**config.mk**
```make
export PLATFORM = sky130hd
export DESIGN_NAME = imem_loader
export DESIGN_NICKNAME = d
export VERILOG_FILES = /design/src/rtl/imem_loader.sv
export SDC_FILE = /design/constraint.sdc
export NUM_CORES = 1
export LEC_CHECK = 0
export CAP_MARGIN = 10
export CORE_ASPECT_RATIO = 1.5
export CORE_MARGIN = 3
export CORE_UTILIZATION = 35
export CTS_CLUSTER_DIAMETER = 80
export DETAILED_ROUTE_END_ITERATION = 8
export PLACE_DENSITY = 0.66
export SKIP_CTS_REPAIR_TIMING = 1
export SLEW_MARGIN = 0
export SYNTH_ARGS = -nofsm -noshare
export SYNTH_HDL_FRONTEND = slang
export SYNTH_SLANG_ARGS = --single-unit
```
**constraint.sdc**
```tcl
create_clock -name clk -period 2.32 [get_ports clk]
set_clock_uncertainty 0.15 [all_clocks]
set_input_delay 0.232 -clock clk [delete_from_list [all_inputs] [get_ports clk]]
set_output_delay 0.232 -clock clk [all_outputs]
set_load 0.005 [all_outputs]
```
**src/rtl/imem_loader.sv**
```systemverilog
// Boot loader: assembles a little-endian byte stream (32-bit count header + payload)
// into instruction words and writes them into imem from address 0, holding the core in reset.
module imem_loader #(
    parameter int INSTR_MEM_LEN = 15,
    parameter int INSTR_WIDTH   = 32
) (
    input  logic                     clk,
    input  logic                     rst,
    input  logic                     start,
    input  logic                     in_valid,
    input  logic [7:0]               in_data,
    output logic                     in_ready,
    output logic                     wea,
    output logic [INSTR_MEM_LEN-1:0] addra,
    output logic [INSTR_WIDTH-1:0]   dina,
    output logic                     core_rst,
    output logic                     done,
    output logic                     err
);
    localparam int          BPW   = INSTR_WIDTH / 8;
    localparam int          CW    = INSTR_MEM_LEN + 1;
    localparam int          BCW   = $clog2((BPW > 4) ? BPW : 4);
    localparam logic [32:0] DEPTH = 33'd1 << INSTR_MEM_LEN;

    typedef enum logic [2:0] {IDLE, HDR, DATA, DONE, ERR} state_t;

    state_t                 state_q, state_d;
    logic [BCW-1:0]         byte_cnt_p0;
    logic [31:0]            hdr_p0;
    logic [INSTR_WIDTH-1:0] asm_p0;
    logic [CW-1:0]          word_idx_p0;
    logic [CW-1:0]          n_words_p0;

    logic                   xfer, hdr_take, hdr_last, data_take, word_last;
    logic [31:0]            hdr_full;
    logic [INSTR_WIDTH-1:0] word_full;

    // Status outputs are pure decodes of the state register.
    assign in_ready = (state_q == HDR) || (state_q == DATA);
    assign done     = (state_q == DONE);
    assign err      = (state_q == ERR);
    assign core_rst = (state_q != DONE);

    // A start pulse takes precedence and drops any byte offered in the same cycle.
    assign xfer      = in_valid && in_ready && !start;
    assign hdr_take  = xfer && (state_q == HDR);
    assign hdr_last  = hdr_take && (byte_cnt_p0 == BCW'(3));
    assign data_take = xfer && (state_q == DATA) && (word_idx_p0 != n_words_p0);
    assign word_last = data_take && (byte_cnt_p0 == BCW'(BPW - 1));

    always_comb begin
        hdr_full = hdr_p0;
        hdr_full[byte_cnt_p0[1:0]*8 +: 8] = in_data;
        word_full = asm_p0;
        word_full[byte_cnt_p0*8 +: 8] = in_data;
    end

    always_ff @(posedge clk or negedge rst) begin
        if (!rst) begin
            state_q <= IDLE;
        end else begin
            state_q <= state_d;
        end
    end

    always_comb begin
        state_d = state_q;
        case (state_q)
            HDR: begin
                if (hdr_last) begin
                    if (hdr_full == 32'd0) begin
                        state_d = DONE;
                    end else if ({1'b0, hdr_full} > DEPTH) begin
                        state_d = ERR;
                    end else begin
                        state_d = DATA;
                    end
                end
            end
            DATA: begin
                // The write of the final word is in flight this cycle.
                if (wea && (word_idx_p0 == n_words_p0)) begin
                    state_d = DONE;
                end
            end
            default: begin
            end
        endcase
        if (start) begin
            state_d = HDR;
        end
    end

    // Byte assembly stage (p0) feeding the registered imem write port.
    always_ff @(posedge clk or negedge rst) begin
        if (!rst) begin
            byte_cnt_p0 <= '0;
            hdr_p0      <= '0;
            asm_p0      <= '0;
            word_idx_p0 <= '0;
            n_words_p0  <= '0;
            wea         <= 1'b0;
            addra       <= '0;
            dina        <= '0;
        end else begin
            wea <= 1'b0;
            if (start) begin
                byte_cnt_p0 <= '0;
                hdr_p0      <= '0;
                asm_p0      <= '0;
                word_idx_p0 <= '0;
                n_words_p0  <= '0;
            end else if (hdr_take) begin
                hdr_p0 <= hdr_full;
                if (hdr_last) begin
                    byte_cnt_p0 <= '0;
                    n_words_p0  <= hdr_full[CW-1:0];
                end else begin
                    byte_cnt_p0 <= byte_cnt_p0 + 1'b1;
                end
            end else if (data_take) begin
                if (word_last) begin
                    wea         <= 1'b1;
                    dina        <= word_full;
                    addra       <= word_idx_p0[INSTR_MEM_LEN-1:0];
                    word_idx_p0 <= word_idx_p0 + 1'b1;
                    asm_p0      <= '0;
                    byte_cnt_p0 <= '0;
                end else begin
                    asm_p0      <= word_full;
                    byte_cnt_p0 <= byte_cnt_p0 + 1'b1;
                end
            end
        end
    end

endmodule

```
After elaboration in Yosys (flattened, before gate mapping)
Cells that the tools add are included.
{"block": "op_classes", "muxes": 30, "n_eq_ne": 11, "n_mul": 0, "n_shift": 2, "add_sub_neg": 3, "n_reduce_logical": 22, "n_lt_le_gt_ge": 1, "div": 0, "bitwise_logic": 2}
{"operator": "32-bit two-way mux", "n": 6}
{"operator": "16-bit two-way mux", "n": 7}
{"operator": "32-bit bitwise mux", "n": 2}
{"operator": "5-bit negation with 34-bit output", "n": 1}
{"operator": "8-bit by 34-bit variable shift with 32-bit output (first input constant)", "n": 1}
{"operator": "8-bit by 34-bit indexed part select with 32-bit output", "n": 1}
{"operator": "32-bit by 16-bit greater-than comparator with 1-bit output (second input constant)", "n": 1}
{"operator": "32-bit zero test", "n": 1}
{"operator": "16-bit by 1-bit adder with 16-bit output (second input constant)", "n": 1}
{"operator": "16-bit equality test", "n": 1}
{"operator": "16-bit inequality test", "n": 1}
{"operator": "3-bit two-way mux", "n": 5}
{"operator": "2-bit two-way mux", "n": 5}
{"operator": "1-bit logical AND", "n": 8}
{"operator": "2-bit nonzero test", "n": 4}
{"operator": "3-bit by 2-bit equality test with 1-bit output (second input constant)", "n": 2}
{"operator": "3-bit by 2-bit inequality test with 1-bit output (second input constant)", "n": 2}
{"operator": "3-bit one-hot mux with 2 select lines", "n": 1}
{"operator": "3-bit AND reduction", "n": 2}
{"operator": "3-bit nonzero test", "n": 2}
{"operator": "1-bit two-way mux", "n": 4}
{"operator": "2-bit AND reduction", "n": 2}
{"operator": "4-bit AND reduction", "n": 1}
{"operator": "3-bit by 1-bit equality test with 1-bit output (second input constant)", "n": 1}
{"operator": "other kinds (8)", "n": 9}
{"block": "totals", "output_inout_bits": 52, "register_bits": 149, "mem_count": 0, "latchBits": 0, "ram_bits": 0, "word_cells": 80, "in_bits": 12, "mem_bits_ro": 0}

Longest topological paths before layout
Gate-level depths: netlist of run 1.
{"block": "logic_depth", "depth_word": 11, "mapped_depth": 11, "ltp_nobuf": 9}

Worst setup path before layout of run 1
OpenSTA, ideal clock, no wires.
{"block": "synth_timing", "path_kind": "register -> register", "from": "register byte_cnt_p0[0]", "to": "register state_q[0]", "arrival_ns": 2.094, "path_buffers": 2, "t_required_ns": 2.044, "stages_incl_launch_ff": 12, "synth_period_minus_slack_ns": 2.370, "path_slack_ns": -0.050, "setup_ns": 0.126, "path_cell_list": "dfrtp_1 inv_1 ha_1 nor4bb_1 buf_2 buf_2 a21oi_1 nand4_1 nor3_1 nand2_1 nor3_1 o32a_1"}
{"block": "synth_between", "elab_chain_cells": 8, "word_cells_on_any_way": 13, "classes_between": "add/sub (1); eq/ne (2); shift (2); mux (5); reduce/logical (3)"}
{"element": "start: declaration", "line_no": "28", "rtl": "logic [BCW-1:0] byte_cnt_p0;"}
{"element": "start signal: assignment", "line_no": "119", "rtl": "byte_cnt_p0 <= byte_cnt_p0 + 1'b1;"}
{"element": "start signal: assignment", "line_no": "131", "rtl": "byte_cnt_p0 <= byte_cnt_p0 + 1'b1;"}
{"element": "5-bit negation with 34-bit output", "line_no": "53", "rtl": "hdr_full[byte_cnt_p0[1:0]*8 +: 8] = in_data;"}
{"element": "8-bit by 34-bit indexed part select with 32-bit output or 8-bit by 34-bit variable shift with 32-bit output (tied branches)", "line_no": "53"}
{"element": "32-bit bitwise mux", "line_no": "53"}
{"element": "32-bit zero test", "line_no": "71", "rtl": "if (hdr_full == 32'd0) begin"}
{"element": "3-bit two-way mux", "line_no": "71"}
{"element": "3-bit two-way mux", "line_no": "70", "rtl": "if (hdr_last) begin"}
{"element": "3-bit one-hot mux with 2 select lines", "line_no": "68", "rtl": "case (state_q)"}
{"element": "3-bit two-way mux", "line_no": "89", "rtl": "if (start) begin"}
{"element": "end signal: assignment", "line_no": "62", "rtl": "state_q <= state_d;"}
{"element": "end: declaration", "line_no": "27", "rtl": "state_t state_q, state_d;"}
Parallel ways exist; a longest one is shown, timed or not. The select of a mux whose other input is x is not followed.
A chain may end at the register's enable or synchronous reset.

Worst setup path after layout of run 1
Same ends and word-level chain as after synthesis.

==> out/summary.json, run 1 <==
{
  "run_status": {
    "run_status": "finished clean"
  },
  "critical_path": {
    "worst_r2r_startpoint": "byte_cnt_p0[0]",
    "ff2ff_path_depth": 9,
    "critPathArrivalTime_ns": 2.41,
    "end_kind": "register",
    "critPathLaunchType": "register",
    "register_to_register_setup_slack_ns": 0.05,
    "required_ns": 2.46,
    "worstPathMaxFanout": 7,
    "worst_r2r_endpoint": "state_q[0]",
    "crit_path_start": "byte_cnt_p0[0]",
    "crit_type": "reg -> reg",
    "cp-endpoint": "state_q[0]"
  },
  "layout": {
    "final.fill_count": 1672,
    "area.growth.synth_to_final_pct": 32.9,
    "finish.net_count": 777,
    "layout_cell_share_with_drive_strength_beyond_1": 0.194,
    "postLayoutCoreUtil": 0.480,
    "antenna_cells": 0
  },
  "placement": {
    "place.detailed.hpwl_um": 11600,
    "globalplace.congestion": 0.864,
    "port_buffers": 63,
    "post-place-ws_ns": -0.0971
  },
  "floorplan": {
    "die-width_um": 118,
    "core_area_um2": 18200,
    "design.die.area_um2": 20600,
    "die_h_um": 174,
    "floorplan.rows": 60,
    "floorplan.io_pins": 64,
    "initial_core_util": 0.361
  },
  "cts": {
    "clock_insertion_delay_worst_skew_ns": 0.41,
    "cts-root-to-sink-buffers": 2,
    "tritoncts": "done",
    "clock_sinks": 141,
    "cts_inserted_buffers": 17,
    "clk_slew_on_worst_s_h_paths_ns": 0.06,
    "cts_max_level": 4,
    "clock-root-buffer": "clkbuf_16"
  },
  "sta": {
    "fin_crit_sh": 0.979,
    "report.final.setup_viol": 0,
    "tightest_slew_ns": 0.482,
    "max_slew_margin": 0.679,
    "unrepaired_setup_endpoints_after_global_routing": "yes",
    "achievable-frequency_mhz": 440,
    "fin_ws_ns": 0.0483,
    "layout_min_cycle_time_ns": 2.27,
    "timing_max_transition_violations_final": 0,
    "timing.final.hold_violations": 0
  },
  "pwr": {
    "clkPwrFrac": 0.447,
    "power_frac_seq": 0.393,
    "power_switching_mw": 1.64,
    "cellInternalPower_mw": 4.87,
    "power_switching_share": 0.252,
    "power.static_leakage_nw": 3.80,
    "power_frac_comb": 0.160,
    "ir_worst_vdd_v": 0.000443,
    "p_per_area_nw_per_um2": 743
  },
  "global_route": {
    "first_global_vias": 5255,
    "global_route.usage.total": 0.167,
    "global_route.overflow_total": 0,
    "initial_antenna_violation_count": 1,
    "pin_count_of_the_biggest_net_entering_global_routing": 74,
    "first_pass_grt_wire_length_um": 27700
  },
  "synth": {
    "synth-async-reset-ratio": 1.00,
    "mean_syn_cell_area_um2": 10.2,
    "ys.warnings.count": 0,
    "ys_seq_elements": 141,
    "post_synth_num_cell_types": 52,
    "synth_sequential_area_ratio": 0.535,
    "synth_cells": 645,
    "synth_enable_flop_cells": 0,
    "synth.cell_area_um2": 6590,
    "post_synth_net_total": 663,
    "synth_flop_cell": "dfrtp_1"
  },
  "flow_run": {
    "maxCapViolCount": 0
  },
  "min_path": {
    "hold_class": "in -> reg",
    "hold_path.startpoint": "start"
  },
  "drt": {
    "dr.pass1.iters": 5,
    "drt_drc_violations_left": 0,
    "first_iter_violations": 354,
    "routed_via_density": 5.12,
    "wl_per_cell_um": 16.5,
    "route.final.wire_length_um": 16800,
    "postRouteAntennaNets": 0,
    "via_count": 5213
  }
}
-- power groups by stage --
stage,combinational [mW],clock [mW],sequential (mW)
after floorplan,0.471,0,2.60
after global placement,0.918,0,2.60
after detailed placement,0.928,0,2.60
after CTS,0.935,2.97,2.56
after global routing,1.13,3.07,2.57
final,1.04,2.91,2.56
-- kinds of logic after synthesis --
family          Yosys count  share of synthesized area
fa+ha+maj                 6                     0.0114
buf+inv                  60                     0.0431
flops                   141                      0.535
xor+xnor                 33                     0.0450
simple gates            224                      0.169
mux                      15                     0.0254
compound gates          166                      0.171
-- worst min path at each step --
stage                       endpoint  depth (start not counted)
after floorplan             addra[0]                          0
after global placement       dina[2]                          1
after detailed placement     dina[2]                          1
after CTS                    dina[2]                          1
after global routing      asm_p0[19]                          2
final                     asm_p0[22]                          2
-- area by class of cell --
type	count	area, um2	share of cell area
clock inverters	12	195	0.0223
inverters	9	33.8	0.00386
multi-input cells	444	2940	0.335
repair buffers	146	1330	0.152
flip-flops and latches	141	3530	0.403
clock buffers	18	429	0.0490
well taps	248	310	0.0354
-- synthesized netlist by cell type, types with 4 or more instances --
cell / n / area (um2)
xor2_1: 8 / 70.1
inv_1: 8 / 30.0
nand3_1: 6 / 30.0
a31oi_1: 9 / 56.3
clkbuf_1: 35 / 131
o21ai_0: 34 / 170
a32oi_1: 8 / 70.1
nand2_1: 56 / 210
buf_4: 4 / 30.0
mux2_1: 13 / 146
and3_1: 6 / 37.5
nor4_1: 4 / 25.0
ha_1: 6 / 75.1
a21oi_1: 29 / 145
a211oi_1: 33 / 248
nor2b_1: 25 / 156
nor3_1: 8 / 40.0
a22oi_1: 22 / 165
nor2_1: 84 / 315
a2bb2oi_1: 8 / 70.1
buf_2: 6 / 30.0
nand4_1: 8 / 50.1
a22o_1: 17 / 149
xnor2_1: 24 / 210
dfrtp_1: 141 / 3530
-- worst max-delay path, stage by stage (launching register included) --
cell	delay, ns
dfrtp_1	0.40
inv_2	0.14
ha_4	0.25
nor4bb_4	0.29
buf_4	0.19
a21oi_1	0.10
and4_1	0.23
nand2_2	0.09
nor3_2	0.05
o32a_1	0.27
-- cell usage in the layout (no fill, tap or decap), types with 4 or more instances in the layout --
cell type and n:
dfrtp_1 141, nor2_1 84, buf_4 74, clkdlybuf4s50_1 61, nand2_1 55, o21ai_0 34
a211oi_1 33, a21oi_1 26, nor2b_1 25, xnor2_1 22, a22oi_1 20, a22o_1 17
clkbuf_16 17, mux2_1 13, a31oi_1 9, nand4_1 8, a32oi_1 8, a2bb2oi_1 8
xor2_1 8, inv_1 6, nand3_1 6, and3_1 6, buf_12 6, nor3_1 5
bufinv_16 5, nor3_2 4, clkinv_2 4
-- per-layer routing --
metal	wire length (um)	share of wire	track usage
met4	193	0.012	0.0484
met1	7170	0.43	0.208
met2	8870	0.53	0.295
met5	13	0.00077	0
met3	538	0.032	0.0290
-- flip-flops by register name, summed over array words and instances, names as in the netlist --
| name | flops |
|---|---|
| dina | 32 |
| word_idx_p0 | 16 |
| n_words_p0 | 16 |
| addra | 15 |
| state_q | 3 |
| wea | 1 |
| hdr_p0 | 32 |
| asm_p0 | 24 |
| byte_cnt_p0 | 2 |
-- stage by stage --
step	std cells	cell area (um2)	TNS, ns	hold slack (ns)	power, mW
after detailed placement	983	7970	-0.207	0.0611	3.53
after floorplan	645	6600	0	-0.214	3.07
after global placement	983	7970	-0.208	0.0550	3.52
after CTS	1013	8590	-0.433	-0.377	6.46
after global routing	1018	8760	-0.177	0.0215	6.77
final	1018	8760	0	0.0171	6.51
Note: power is estimated with default switching activity, not from simulation.
==> inputs of run 2 (changes only) <==
PLACE_DENSITY = 0.62   (was 0.66)
==> run 2 against run 1 <==
Compared with the run above:
- final cell count down 0.49%
- combinational power is essentially flat
- core utilization shrank 0.11 points
- register-to-register slack improved by 0.02 ns
- sequential share of layout area rose by 0.092 points
- wire length grew 7.8%
- critical path type unchanged
==> out/summary.json, run 2 (synthesized netlist as in run 1, its figures left out) <==
{
  "run_status": {
    "run_status": "finished clean"
  },
  "min_path": {
    "hold_class": "in -> reg"
  },
  "cts": {
    "clk_slew_on_worst_s_h_paths": {"value": 0.06, "unit": "ns", "change": "about the same"},
    "clock-root-buffer": "clkbuf_16",
    "cts_inserted_buffers": {"value": 17, "change": "unchanged"},
    "tritoncts": "done",
    "clock_insertion_delay_worst_skew": {"value": 0.42, "unit": "ns", "change": "about the same"},
    "clock_sinks": {"value": 141, "change": "unchanged"},
    "cts_max_level": {"value": 4, "change": "unchanged"},
    "cts-root-to-sink-buffers": {"value": 2, "change": "unchanged"}
  },
  "critical_path": {
    "end_kind": "register",
    "cell_mode_on_critical_path": "buf_4",
    "sequence_of_cells_on_the_critical_path": "buf_4 > ha_1 > nor4bb_4 > buf_4 > a21oi_1 > nand2_1 > nor3_1 > nand3_1 > a22oi_2 > o31ai_1",
    "crit_type": "reg -> reg",
    "worstPathMaxFanout": {"value": 6, "change": "-1"},
    "required": {"value": 2.46, "unit": "ns", "change": "about the same"},
    "critPathArrivalTime": {"value": 2.39, "unit": "ns", "change": "-0.02 ns"},
    "crit_path_top_delay_cell": "dfrtp_1",
    "cpPeakStageDelay": {"value": 0.40, "unit": "ns", "change": "about the same"},
    "register_to_register_setup_slack": {"value": 0.07, "unit": "ns", "change": "+0.02 ns"},
    "critPathLaunchType": "register"
  },
  "pwr": {
    "p_per_area": {"value": 742, "unit": "nW/um2", "change": "-0.12%"},
    "ir_worst_vdd": {"value": 0.000527, "unit": "V", "change": "+19%"},
    "power.static_leakage": {"value": 3.77, "unit": "nW", "change": "-0.72%"}
  },
  "sta": {
    "timing_max_transition_violations_final": {"value": 0, "change": "unchanged"},
    "layout_min_cycle_time": {"value": 2.25, "unit": "ns", "change": "-0.0171 ns"},
    "timing.final.hold_violations": {"value": 0, "change": "unchanged"},
    "achievable-frequency": {"value": 444, "unit": "MHz", "change": "+0.76%"},
    "report.final.setup_viol": {"value": 0, "change": "unchanged"},
    "tightest_slew": {"value": 0.562, "unit": "ns", "change": "+0.0798 ns"},
    "worst_hold_slack": {"value": 0.140, "unit": "ns", "change": "+0.123 ns"},
    "unrepaired_setup_endpoints_after_global_routing": "yes",
    "max_slew_margin": {"value": 0.620, "change": "-0.0581"},
    "fin_crit_sh": {"value": 0.972, "change": "-0.00739"}
  },
  "drt": {
    "via_count": {"value": 5358, "change": "+2.8%"},
    "postRouteAntennaNets": {"value": 0, "change": "unchanged"},
    "wl_per_cell": {"value": 17.9, "unit": "um", "change": "+8.3%"},
    "routed_via_density": {"value": 5.29, "change": "+3.3%"},
    "first_iter_violations": {"value": 287, "change": "-19%"},
    "route.final.wire_length": {"value": 18100, "unit": "um", "change": "+7.8%"},
    "drt_drc_violations_left": {"value": 0, "change": "unchanged"},
    "dr.pass1.iters": {"value": 4, "change": "-1"}
  },
  "floorplan": {
    "die-width": {"value": 118, "unit": "um", "change": "unchanged"},
    "floorplan.rows": {"value": 60, "change": "unchanged"},
    "die_h": {"value": 174, "unit": "um", "change": "unchanged"},
    "floorplan.io_pins": {"value": 64, "change": "unchanged"},
    "core_area": {"value": 18200, "unit": "um2", "change": "unchanged"},
    "initial_core_util": {"value": 0.361, "change": "unchanged"},
    "design.die.area": {"value": 20600, "unit": "um2", "change": "unchanged"}
  },
  "placement": {
    "globalplace.congestion": {"value": 0.941, "change": "+8.8%"},
    "place_area": {"value": 7930, "unit": "um2", "change": "-0.47%"},
    "port_buffers": {"value": 63, "change": "unchanged"},
    "place.detailed.hpwl": {"value": 13000, "unit": "um", "change": "+12%"}
  },
  "layout": {
    "final_common_cell": "dfrtp_1",
    "final_design_area_no_fill": {"value": 8740, "unit": "um2", "change": "-0.23%"},
    "layout_cell_share_with_drive_strength_beyond_1": {"value": 0.195, "change": "+0.00126"},
    "layout_top_registers": "dina (32), hdr_p0 (32), asm_p0 (24)",
    "layout_common_cells": "141 x dfrtp_1, 84 x nor2_1, 66 x buf_4, 61 x clkdlybuf4s50_1, 55 x nand2_1",
    "antenna_cells": {"value": 0, "change": "unchanged"},
    "finish.net_count": {"value": 770, "change": "-0.90%"},
    "area.growth.synth_to_final_pct": 32.6
  },
  "global_route": {
    "initial_antenna_violation_count": {"value": 0, "change": "-1"},
    "global_route.overflow_total": {"value": 0, "change": "unchanged"},
    "global_route.usage.total": {"value": 0.179, "change": "+0.0120"},
    "first_global_vias": {"value": 5549, "change": "+5.6%"},
    "pin_count_of_the_biggest_net_entering_global_routing": {"value": 53, "change": "-28%"},
    "first_pass_grt_wire_length": {"value": 29200, "unit": "um", "change": "+5.5%"}
  },
  "flow_run": {
    "maxCapViolCount": {"value": 0, "change": "unchanged"}
  }
}
run 2: cell count changes in the layout (fill, tap and decap cells not counted), sizes merged:
cell	previous run	this run
buf	84	77
inv	9	14
bufinv	5	3
clkinv	6	4
clkinvlp	1	2
run 2: worst max-delay path, delay by kind of cell (launching register included):
kind	cells	cell delay, ns
buffers and inverters	2	0.31
flip-flops	1	0.40
adder cells (fa/ha/maj)	1	0.21
AND/OR/NAND/NOR	4	0.56
AO/OA/AOI/OAI	3	0.48
run 2: worst paths after layout:
| path | start | end | cells after the start |
|---|---|---|---|
| worst max register to register | byte_cnt_p0[0] | state_q[2] | 10 |
| worst max-delay path | byte_cnt_p0[0] | state_q[2] | 10 |
| worst min register to register | dina[2] | dina[2] | 2 |
| worst min-delay path | start | state_q[0] | 4 |
| max in group asynchronous | rst | n_words_p0[10] | 3 |
| min in group asynchronous | rst | dina[6] | 2 |
run 2: routing by layer:
metal	routed length, um	share of wire	track usage	up-vias
li1	-	-	-	2511
met1	6680	0.37	0.198	2690
met2	10100	0.56	0.334	128
met3	820	0.045	0.0299	29
met4	472	0.026	0.0758	0
met5	0	0	0	-
run 2: stage by stage:
stage	power [mW]	cells	utilization	setup TNS (ns)	worst slack [ns]
2_1_floorplan	3.07	645	-	0	0.00996
3_3_place_gp	3.52	978	0.435	-1.61	-0.295
3_5_place_dp	3.55	978	0.435	-2.09	-0.319
4_1_cts	6.41	1010	0.469	-2.53	-0.352
5_1_grt	6.74	1013	0.479	-0.185	-0.0481
6_report	6.49	1013	0.479	0	0.0655
run 2: layout make-up:
type / count / area [um2]
Clock buffer: 18 / 439
Tap cell: 248 / 310
Fill cell: 1666 / 9500
Sequential cell: 141 / 3530
Clock inverter: 14 / 183
Timing Repair Buffer: 139 / 1290
Inverter: 9 / 33.8
Multi-Input combinational cell: 444 / 2960
run 2: where the power goes:
part,switching (mW),internal (mW)
logic,0.602,0.463
clock network,1.12,1.74
registers,0.0381,2.52
==> inputs of run 3 (changes only) <==
HOLD_SLACK_MARGIN = 0.15   (was default)
==> results of run 3 <==
Final layout, timing and power as in run 2 (identical DEF).
